$ cat config.mk
export PLATFORM = sky130hd
export DESIGN_NAME = multicycle_control_unit
export DESIGN_NICKNAME = d
export VERILOG_FILES = /design/src/rtl/mcu_pkg.sv /design/src/rtl/mcu_wait_timer.sv /design/src/rtl/multicycle_control_unit.sv
export SDC_FILE = /design/constraint.sdc
export NUM_CORES = 1
export LEC_CHECK = 0
export CORE_UTILIZATION = 52
export DETAILED_ROUTE_END_ITERATION = 10
export PLACE_DENSITY = 0.85
export REMOVE_ABC_BUFFERS = 1
export SYNTH_ARGS = -nofsm -noshare
export SYNTH_HDL_FRONTEND = slang
export SYNTH_SLANG_ARGS = --single-unit
export TNS_END_PERCENT = 30
$ cat constraint.sdc
create_clock -name clk -period 2.85 [get_ports clk]
set_input_delay 0.285 -clock clk [delete_from_list [all_inputs] [get_ports clk]]
set_output_delay 0.285 -clock clk [all_outputs]
set_load 0.01 [all_outputs]
$ cat src/rtl/mcu_pkg.sv
// mcu_pkg: shared definitions for the multi-cycle control unit.
//   - MIPS-subset opcode constants
//   - FSM state enumeration
//   - alu_op, alu_src_b and pc_source encodings
//   - small helper functions used by the control FSM
package mcu_pkg;

  localparam logic [5:0] OP_RTYPE = 6'h00;
  localparam logic [5:0] OP_J     = 6'h02;
  localparam logic [5:0] OP_BEQ   = 6'h04;
  localparam logic [5:0] OP_BNE   = 6'h05;
  localparam logic [5:0] OP_ADDIU = 6'h09;
  localparam logic [5:0] OP_ANDI  = 6'h0C;
  localparam logic [5:0] OP_ORI   = 6'h0D;
  localparam logic [5:0] OP_LW    = 6'h23;
  localparam logic [5:0] OP_SW    = 6'h2B;

  typedef enum logic [3:0] {
    ST_FETCH,
    ST_DECODE,
    ST_EXEC_R,
    ST_R_WB,
    ST_EXEC_I,
    ST_I_WB,
    ST_MEM_ADDR,
    ST_MEM_RD,
    ST_MEM_WB,
    ST_MEM_WR,
    ST_BRANCH,
    ST_JUMP,
    ST_TRAP,
    ST_HALT
  } state_e;

  localparam logic [1:0] ALU_ADD   = 2'b00;
  localparam logic [1:0] ALU_SUB   = 2'b01;
  localparam logic [1:0] ALU_FUNCT = 2'b10;
  localparam logic [1:0] ALU_IMM   = 2'b11;

  localparam logic [1:0] SRCB_RT      = 2'b00;
  localparam logic [1:0] SRCB_FOUR    = 2'b01;
  localparam logic [1:0] SRCB_IMM     = 2'b10;
  localparam logic [1:0] SRCB_IMM_SH2 = 2'b11;

  localparam logic [1:0] PCSRC_ALU    = 2'b00;
  localparam logic [1:0] PCSRC_ALUOUT = 2'b01;
  localparam logic [1:0] PCSRC_JUMP   = 2'b10;
  localparam logic [1:0] PCSRC_VEC    = 2'b11;

  // States that wait on mem_ready and run the wait timer.
  function automatic logic is_wait_state(input state_e s);
    return (s == ST_FETCH) || (s == ST_MEM_RD) || (s == ST_MEM_WR);
  endfunction

  function automatic logic is_supported(input logic [5:0] op);
    return op inside {OP_RTYPE, OP_J, OP_BEQ, OP_BNE, OP_ADDIU,
                      OP_ANDI, OP_ORI, OP_LW, OP_SW};
  endfunction

endpackage

$ cat src/rtl/mcu_wait_timer.sv
// mcu_wait_timer: bounded mem_ready wait counter.
//   clk, reset : clock, synchronous active-high reset
//   clear      : zero the counter (asserted on every state change)
//   count      : current state is waiting on memory
//   ready      : mem_ready from the memory
//   expired    : counter at MAX_WAIT with ready still low (timeout this cycle)
module mcu_wait_timer #(
  parameter int WAIT_W   = 4,
  parameter int MAX_WAIT = 15
) (
  input  logic clk,
  input  logic reset,
  input  logic clear,
  input  logic count,
  input  logic ready,
  output logic expired
);

  logic [WAIT_W-1:0] cnt_q, cnt_d;
  logic              at_max;

  assign at_max  = (cnt_q == WAIT_W'(MAX_WAIT));
  assign expired = count && !ready && at_max;

  always_comb begin
    cnt_d = cnt_q;
    if (clear) begin
      cnt_d = '0;
    end else if (count && !ready && !at_max) begin
      cnt_d = cnt_q + 1'b1;
    end
  end

  always_ff @(posedge clk) begin
    if (reset) begin
      cnt_q <= '0;
    end else begin
      cnt_q <= cnt_d;
    end
  end

endmodule

$ cat src/rtl/multicycle_control_unit.sv
// multicycle_control_unit: multi-cycle MIPS-subset control FSM.
// Steps each instruction through FETCH/DECODE/EXEC/MEM/WB states and drives
// the datapath enables for the current state; memory states handshake on
// mem_ready with a bounded wait (timeout -> HALT, sticky mem_timeout).
//   clk, reset          : clock, synchronous active-high reset
//   opcode              : IR[31:26], valid from DECODE onward
//   mem_ready           : memory access complete this cycle
//   pc_write, pc_write_cond, branch_ne, pc_source : PC update control
//   iord, mem_read, mem_write, ir_write           : memory / IR control
//   mem_to_reg, reg_dst, reg_write                : register file control
//   alu_src_a, alu_src_b, alu_op                  : ALU control
//   instr_done          : pulse on the last cycle of each instruction
//   mem_timeout         : sticky memory timeout flag
//   illegal_op          : only with ILLEGAL_TRAP_EN defined; asserted in TRAP
// Macro ILLEGAL_TRAP_EN: unsupported opcodes trap to the exception vector
// (pc_source=11) instead of executing as a NOP.
module multicycle_control_unit
  import mcu_pkg::*;
#(
  parameter int OP_W     = 6,
  parameter int ALUOP_W  = 2,
  parameter int WAIT_W   = 4,
  parameter int MAX_WAIT = 15
) (
  input  logic               clk,
  input  logic               reset,
  input  logic [OP_W-1:0]    opcode,
  input  logic               mem_ready,
  output logic               pc_write,
  output logic               pc_write_cond,
  output logic               branch_ne,
  output logic               iord,
  output logic               mem_read,
  output logic               mem_write,
  output logic               ir_write,
  output logic               mem_to_reg,
  output logic               reg_dst,
  output logic               reg_write,
  output logic               alu_src_a,
  output logic [1:0]         alu_src_b,
  output logic [ALUOP_W-1:0] alu_op,
  output logic [1:0]         pc_source,
  output logic               instr_done,
`ifdef ILLEGAL_TRAP_EN
  output logic               illegal_op,
`endif
  output logic               mem_timeout
);

  state_e state_q, state_d;
  logic   mem_timeout_q;
  logic   tmr_expired;

  mcu_wait_timer #(
    .WAIT_W  (WAIT_W),
    .MAX_WAIT(MAX_WAIT)
  ) u_wait_timer (
    .clk    (clk),
    .reset  (reset),
    .clear  (state_d != state_q),
    .count  (is_wait_state(state_q)),
    .ready  (mem_ready),
    .expired(tmr_expired)
  );

  // State register and sticky timeout flag.
  always_ff @(posedge clk) begin
    if (reset) begin
      state_q       <= ST_FETCH;
      mem_timeout_q <= 1'b0;
    end else begin
      state_q       <= state_d;
      mem_timeout_q <= mem_timeout_q | tmr_expired;
    end
  end

  assign mem_timeout = mem_timeout_q;

  // Next-state logic.
  always_comb begin
    state_d = state_q;
    case (state_q)
      ST_FETCH: begin
        if (tmr_expired)    state_d = ST_HALT;
        else if (mem_ready) state_d = ST_DECODE;
      end
      ST_DECODE: begin
        case (opcode)
          OP_RTYPE:                 state_d = ST_EXEC_R;
          OP_LW, OP_SW:             state_d = ST_MEM_ADDR;
          OP_BEQ, OP_BNE:           state_d = ST_BRANCH;
          OP_J:                     state_d = ST_JUMP;
          OP_ADDIU, OP_ANDI, OP_ORI: state_d = ST_EXEC_I;
`ifdef ILLEGAL_TRAP_EN
          default:                  state_d = ST_TRAP;
`else
          default:                  state_d = ST_FETCH;
`endif
        endcase
      end
      ST_EXEC_R:   state_d = ST_R_WB;
      ST_EXEC_I:   state_d = ST_I_WB;
      ST_MEM_ADDR: state_d = (opcode == OP_LW) ? ST_MEM_RD : ST_MEM_WR;
      ST_MEM_RD: begin
        if (tmr_expired)    state_d = ST_HALT;
        else if (mem_ready) state_d = ST_MEM_WB;
      end
      ST_MEM_WR: begin
        if (tmr_expired)    state_d = ST_HALT;
        else if (mem_ready) state_d = ST_FETCH;
      end
      ST_HALT:     state_d = ST_HALT;
      default:     state_d = ST_FETCH;
    endcase
  end

  // Output decode: state-based, plus the mem_ready-qualified FETCH/MEM_WR
  // pulses and the opcode-qualified DECODE/EXEC_I/BRANCH fields.
  always_comb begin
    pc_write      = 1'b0;
    pc_write_cond = 1'b0;
    branch_ne     = 1'b0;
    iord          = 1'b0;
    mem_read      = 1'b0;
    mem_write     = 1'b0;
    ir_write      = 1'b0;
    mem_to_reg    = 1'b0;
    reg_dst       = 1'b0;
    reg_write     = 1'b0;
    alu_src_a     = 1'b0;
    alu_src_b     = SRCB_RT;
    alu_op        = ALUOP_W'(ALU_ADD);
    pc_source     = PCSRC_ALU;
    instr_done    = 1'b0;
`ifdef ILLEGAL_TRAP_EN
    illegal_op    = 1'b0;
`endif
    case (state_q)
      ST_FETCH: begin
        mem_read  = 1'b1;
        alu_src_b = SRCB_FOUR;
        ir_write  = mem_ready;
        pc_write  = mem_ready;
      end
      ST_DECODE: begin
        alu_src_b = SRCB_IMM_SH2;
`ifndef ILLEGAL_TRAP_EN
        instr_done = !is_supported(opcode);
`endif
      end
      ST_EXEC_R: begin
        alu_src_a = 1'b1;
        alu_op    = ALUOP_W'(ALU_FUNCT);
      end
      ST_R_WB: begin
        reg_dst    = 1'b1;
        reg_write  = 1'b1;
        instr_done = 1'b1;
      end
      ST_EXEC_I: begin
        alu_src_a = 1'b1;
        alu_src_b = SRCB_IMM;
        alu_op    = (opcode == OP_ADDIU) ? ALUOP_W'(ALU_ADD) : ALUOP_W'(ALU_IMM);
      end
      ST_I_WB: begin
        reg_write  = 1'b1;
        instr_done = 1'b1;
      end
      ST_MEM_ADDR: begin
        alu_src_a = 1'b1;
        alu_src_b = SRCB_IMM;
      end
      ST_MEM_RD: begin
        mem_read = 1'b1;
        iord     = 1'b1;
      end
      ST_MEM_WB: begin
        mem_to_reg = 1'b1;
        reg_write  = 1'b1;
        instr_done = 1'b1;
      end
      ST_MEM_WR: begin
        mem_write  = 1'b1;
        iord       = 1'b1;
        instr_done = mem_ready;
      end
      ST_BRANCH: begin
        alu_src_a     = 1'b1;
        alu_op        = ALUOP_W'(ALU_SUB);
        pc_write_cond = 1'b1;
        pc_source     = PCSRC_ALUOUT;
        branch_ne     = (opcode == OP_BNE);
        instr_done    = 1'b1;
      end
      ST_JUMP: begin
        pc_write   = 1'b1;
        pc_source  = PCSRC_JUMP;
        instr_done = 1'b1;
      end
      ST_TRAP: begin
`ifdef ILLEGAL_TRAP_EN
        illegal_op = 1'b1;
        pc_write   = 1'b1;
        pc_source  = PCSRC_VEC;
        instr_done = 1'b1;
`endif
      end
      default: ;
    endcase
  end

endmodule

; ---- Yosys cells after proc, flatten, opt, wreduce, memory -nomap -nowiden
; Index checks and enable logic that the tools add are counted.
[word_totals]
register_bits = 9
[classes]
addsub = 1
n_eq_ne = 22
mux = 25
n_bitwise = 1
n_reduce_logical = 21
[op_table]
columns = cell, count
row1 = $pmux W4 S8, 1
row2 = $mux W4, 7
row3 = $eq A4 B4 Y1 const B, 6
row4 = $pmux W4 S5, 1
row5 = $eq A6 B4 Y1 const B, 3
row6 = $eq A4 B3 Y1 const B, 4
row7 = $eq A6 B3 Y1 const B, 2
row8 = $eq A6 B6 Y1 const B, 2
row9 = $pmux W2 S3, 2
row10 = $reduce_or A2 Y1, 6
row11 = $mux W1, 10
row12 = $reduce_bool A9 Y1, 1
row13 = $eq A4 B2 Y1 const B, 2
row14 = $eq A6 B2 Y1 const B, 1
row15 = $logic_not A6 Y1, 1
row16 = $reduce_or A3 Y1, 2
row17 = $reduce_or A5 Y1, 1
row18 = $add A4 B1 Y4 const B, 1
row19 = $eq A4 B1 Y1 const B, 1
row20 = $logic_not A4 Y1, 1
row21 = $ne A4 B4 Y1, 1
row22 = $pmux W2 S2, 1
row23 = $reduce_or A4 Y1, 1
row24 = $logic_and A1 B1 Y1, 3
row25 = 6 further kinds, 9

; ---- Logic depth before layout (Yosys ltp)
[logic_depth]
depth_word = 9
mapped_depth = 8
depth_no_buf = 7

; ---- Modules after synthesis
; From an unflattened synthesis, not the netlist that was laid out.
[hier_totals]
cells_unflattened = 138
hier_area_um2 = 1073.5
[modules_own_cells]
columns = module, instances, cells_per_inst, area_per_inst_um2, seq_area_each_um2
row1 = multicycle_control_unit, 1, 114, 833.3, 100.1
row2 = mcu_wait_timer, 1, 24, 240.2, 80.1

; ---- Worst setup path after synthesis
; OpenSTA, ideal clock, no wires.
[synth_path]
kind = register to register
start = register u_wait_timer.cnt_q[0]
end = register u_wait_timer.cnt_q[0]
setup_ns = 0.078
t_arrival_ns = 1.699
t_required_ns = 2.772
path_slack_ns = 1.073
stages_incl_launch_ff = 8
n_path_buf = 0
cell_sequence = dfxtp_1 > ha_1 > a31oi_1 > a22oi_1 > nor4_2 > o32ai_1 > a311o_2 > nor3_1
[synth_between]
elab_chain_len = 6
word_cells_on_any_way = 11
[synth_lines]
columns = item, line_no
row1 = start: declaration, mcu_wait_timer.sv:19  ; logic [WAIT_W-1:0] cnt_q, cnt_d;
row2 = start signal: assignment, mcu_wait_timer.sv:38  ; cnt_q <= cnt_d;
row3 = $eq A4 B4 Y1, mcu_wait_timer.sv:22  ; assign at_max = (cnt_q == WAIT_W'(MAX_WAIT));
row4 = $logic_and A1 B1 Y1, mcu_wait_timer.sv:23  ; assign expired = count && !ready && at_max;
row5 = $mux W4 (on tied branches), "multicycle_control_unit.sv:109, multicycle_control_unit.sv:84, multicycle_control_unit.sv:105"
row6 = $pmux W4 S8, multicycle_control_unit.sv:82  ; case (state_q)
row7 = $ne A4 B4 Y1, multicycle_control_unit.sv:60  ; .clear (state_d != state_q),
row8 = $reduce_or A2 Y1 (no source line), --
; Parallel ways exist; a longest one is shown, timed or not.
; A chain may end at the register's enable or synchronous reset.

; ---- Worst setup path in the final report
[layout_path]
start = register state_q[1]
end = output port branch_ne
[layout_between]
elab_chain_len = 2
[layout_lines]
columns = item, line_no
row1 = start: declaration, multicycle_control_unit.sv:50  ; state_e state_q, state_d;
row2 = start signal: assignment, multicycle_control_unit.sv:72  ; state_q <= state_d;
row3 = $eq A4 B4 Y1, multicycle_control_unit.sv:138  ; case (state_q)
row4 = $mux W1, multicycle_control_unit.sv:138
row5 = end: declaration, multicycle_control_unit.sv:31  ; output logic branch_ne,
; No other way between the ends.

==> metrics.cfg <==
[die]
io_pins=28
coreArea_mm2=0.001821
row_count=15
design.die.area_mm2=0.002223
fp.dieH_um=47.15
die_w_um=47.15
start_util=0.5821

[timing]
clock.fmax_ghz=0.3814
maxSlewHeadroom=0.4071
tightest_slew_ns=0.8881
period_needed_ns=2.622
slew_viol_final=0
rsz0062_at_grt=no
setup-tns-final_ns=0
fin_skew_ns=0.0009719
fin_crit_sh=0.9200
final-setup-viol-count=0
hold_violations=0

[critical_path]
startpoint_type=flip-flop
cp.required_ns=2.57
r2r-start=state_q[1]$_SDFF_PP0_
r2r_slack_ns=0.53
r2r_end=u_wait_timer.cnt_q[0]$_SDFFE_PP0P_
cp-end-kind=output port
cp_max_fo=24
crit_type=reg2out
crit_arrival_ns=2.34
reg2regPathDepth=6

[detailed_routing]
ant_nets=0
drtIter0Drc=22
firstDrtPassIters=4
drt-total-wl_mm=2.853
via_per_inst=6.267
vias=1172
wl_per_cell_um=15.26
drc=0

[clock_tree]
cts_root_buffer=clkbuf_4
cts_resized=0
cts_hold_buf=0
cts_sinks=9
insertion_delay_ns=0.26
cts_buffers=3
clk_path_buf_depth=2
clkTransAtPathRegs_ns=0.06
post_cts_buffers=0
cts_tree=built
h-tree-depth=1

[power_and_ir_drop]
p_per_area_mw_per_mm2=260.8
ir_worst_vdd_mv=0.2979
p_int_mw=0.2410
switching_power_mw=0.1091
leakagePower_nw=0.5039
pwr-share-clk=0.280
combinationalPowerShare=0.326
switching_share=0.3117
power_frac_seq=0.394

[synth]
synth_edf_count=0
synthFlopType=dfxtp_1
ys_seq_area_frac=0.1700
ys_async_sr_fraction=0
syn_inst=137
ys_types=51
synth_warnings=0
synth_seq_cells=9
syn_avg_cell_area_um2=7.736
syn_area_mm2=0.001060

[hold_path]
min_path_cells=1
whs_endpoint=mem_timeout$_SDFF_PP0_
hp-class=reg2reg
holdCritStartpoint=mem_timeout$_SDFF_PP0_

[place]
port-buffer-count=27
dpl.hpwl_mm=2.230
placement.cell_area_mm2=0.001316
routabilityCongestion=0.8682

[cells_and_area]
fin_area_mm2=0.001343
diodes=0
nets=173
layout-drive-gt1-share=0.1605
area_delta_synth_final_pct=26.68

[grt]
overflow=0
grt_max_degree=25
grt_pass1_wl_mm=4.498
first_global_vias=1083
antenna_found_initial=0
track_usage=0.2826
grt_use_met2=0.4917
grt_use_met1=0.3472
grtUsageMet3=0.06538
busiest_layer=met2

[flow_run]
maxCapViolCount=0

[outcome]
status=finished clean

-- per-stage QoR --
step	power [mW]	setup WS [ns]	util	hold WS [ns]	std cells
2_1_floorplan	0.2000	0.8670	-	0.3541	126
3_3_place_gp	0.2498	0.5323	0.7230	0.4629	183
3_5_place_dp	0.2535	0.5172	0.7230	0.4808	183
4_1_cts	0.3535	0.2495	0.7375	0.4949	187
5_1_grt	0.3733	0.09129	0.7375	0.5137	187
6_report	0.3501	0.2281	0.7375	0.4922	187
-- routing by layer --
metal	routed length [um]	up-vias
li1	-	566
met1	1185	549
met2	1439	51
met3	182	6
met4	46	0
met5	0	-
-- power by group through the flow --
stage	registers [mW]	clock network (mW)	logic, mW
2_1_floorplan	0.141	0	0.0587
3_3_place_gp	0.140	0	0.110
3_5_place_dp	0.140	0	0.113
4_1_cts	0.138	0.102	0.114
5_1_grt	0.139	0.111	0.124
6_report	0.138	0.0979	0.114
-- worst max path at each step --
stage,from,endpoint,cells after the start
2_1_floorplan,state_q[1]$_SDFF_PP0_,u_wait_timer.cnt_q[3]$_SDFFE_PP0P_,6
3_3_place_gp,opcode[0],u_wait_timer.cnt_q[2]$_SDFFE_PP0P_,7
3_5_place_dp,opcode[5],instr_done,6
4_1_cts,state_q[1]$_SDFF_PP0_,branch_ne,4
5_1_grt,state_q[1]$_SDFF_PP0_,branch_ne,4
6_report,state_q[1]$_SDFF_PP0_,branch_ne,4
-- cells in the mapped netlist (all sizes together) (3+ instances only) --
master  number  area [um^2]
nor4         3        46.29
buf          6        63.80
a21oi       12        60.06
inv          3        11.26
a31o         4        35.03
and2         3        18.77
o21ai        6        30.03
dfxtp        9        180.2
nor3b        4        30.03
nand2b       5        31.28
nor2        15        56.30
clkbuf       5        18.77
nor2b        4        25.02
a211oi       3        32.53
nor3        14        70.07
nand2        6        22.52
-- kinds of logic (layout without fill, tap and decap cells) --
family	Yosys count	in the layout	share of synthesized area
AND/OR/NAND/NOR	65	65	0.3837
AO/OA/AOI/OAI	42	42	0.2928
buffers and inverters	14	39	0.08854
flip-flops	9	9	0.1700
XOR/XNOR	4	4	0.03306
multiplexers	2	2	0.02007
adder cells (fa/ha/maj)	1	1	0.01180
-- flip-flops by register name, indices dropped and copies added (netlist names) --
signal and flops:
mem_timeout 1, state_q 4, u_wait_timer.cnt_q 4
-- cell usage in the layout (no fill, tap or decap), drive strengths merged, types with 2 or more instances in the layout --
cell / netlist / routed
nand2b: 5 / 5
nor2b: 4 / 4
buf: 6 / 5
a31o: 4 / 4
o21ai: 6 / 6
xnor2: 2 / 2
clkbuf: 5 / 4
nor3: 14 / 14
nor2: 15 / 15
o21ba: 2 / 2
a211oi: 3 / 3
xor2: 2 / 2
nand2: 6 / 6
and2: 3 / 3
nor4: 3 / 3
dfxtp: 9 / 9
a21oi: 12 / 12
inv: 3 / 3
nor3b: 4 / 4
a22oi: 2 / 2
clkdlybuf4s50: 0 / 27
nand3: 2 / 2
-- critical path, stage by stage, from the launching register on --
cell and delay [ns]:
dfxtp_1 0.90, nor2b_1 0.25, and2_1 0.19, and4_2 0.21
clkdlybuf4s50_1 0.52
-- layout make-up --
| cell class | instances | area [um^2] |
|---|---|---|
| Multi-Input combinational cell | 114 | 785.8 |
| Clock buffer | 4 | 26.28 |
| Tap cell | 25 | 31.28 |
| Sequential cell | 9 | 180.2 |
| Inverter | 3 | 11.26 |
| Timing Repair Buffer | 32 | 307.8 |
| Fill cell | 161 | 478.0 |
No activity file was read; power rests on OpenSTA's default activity.
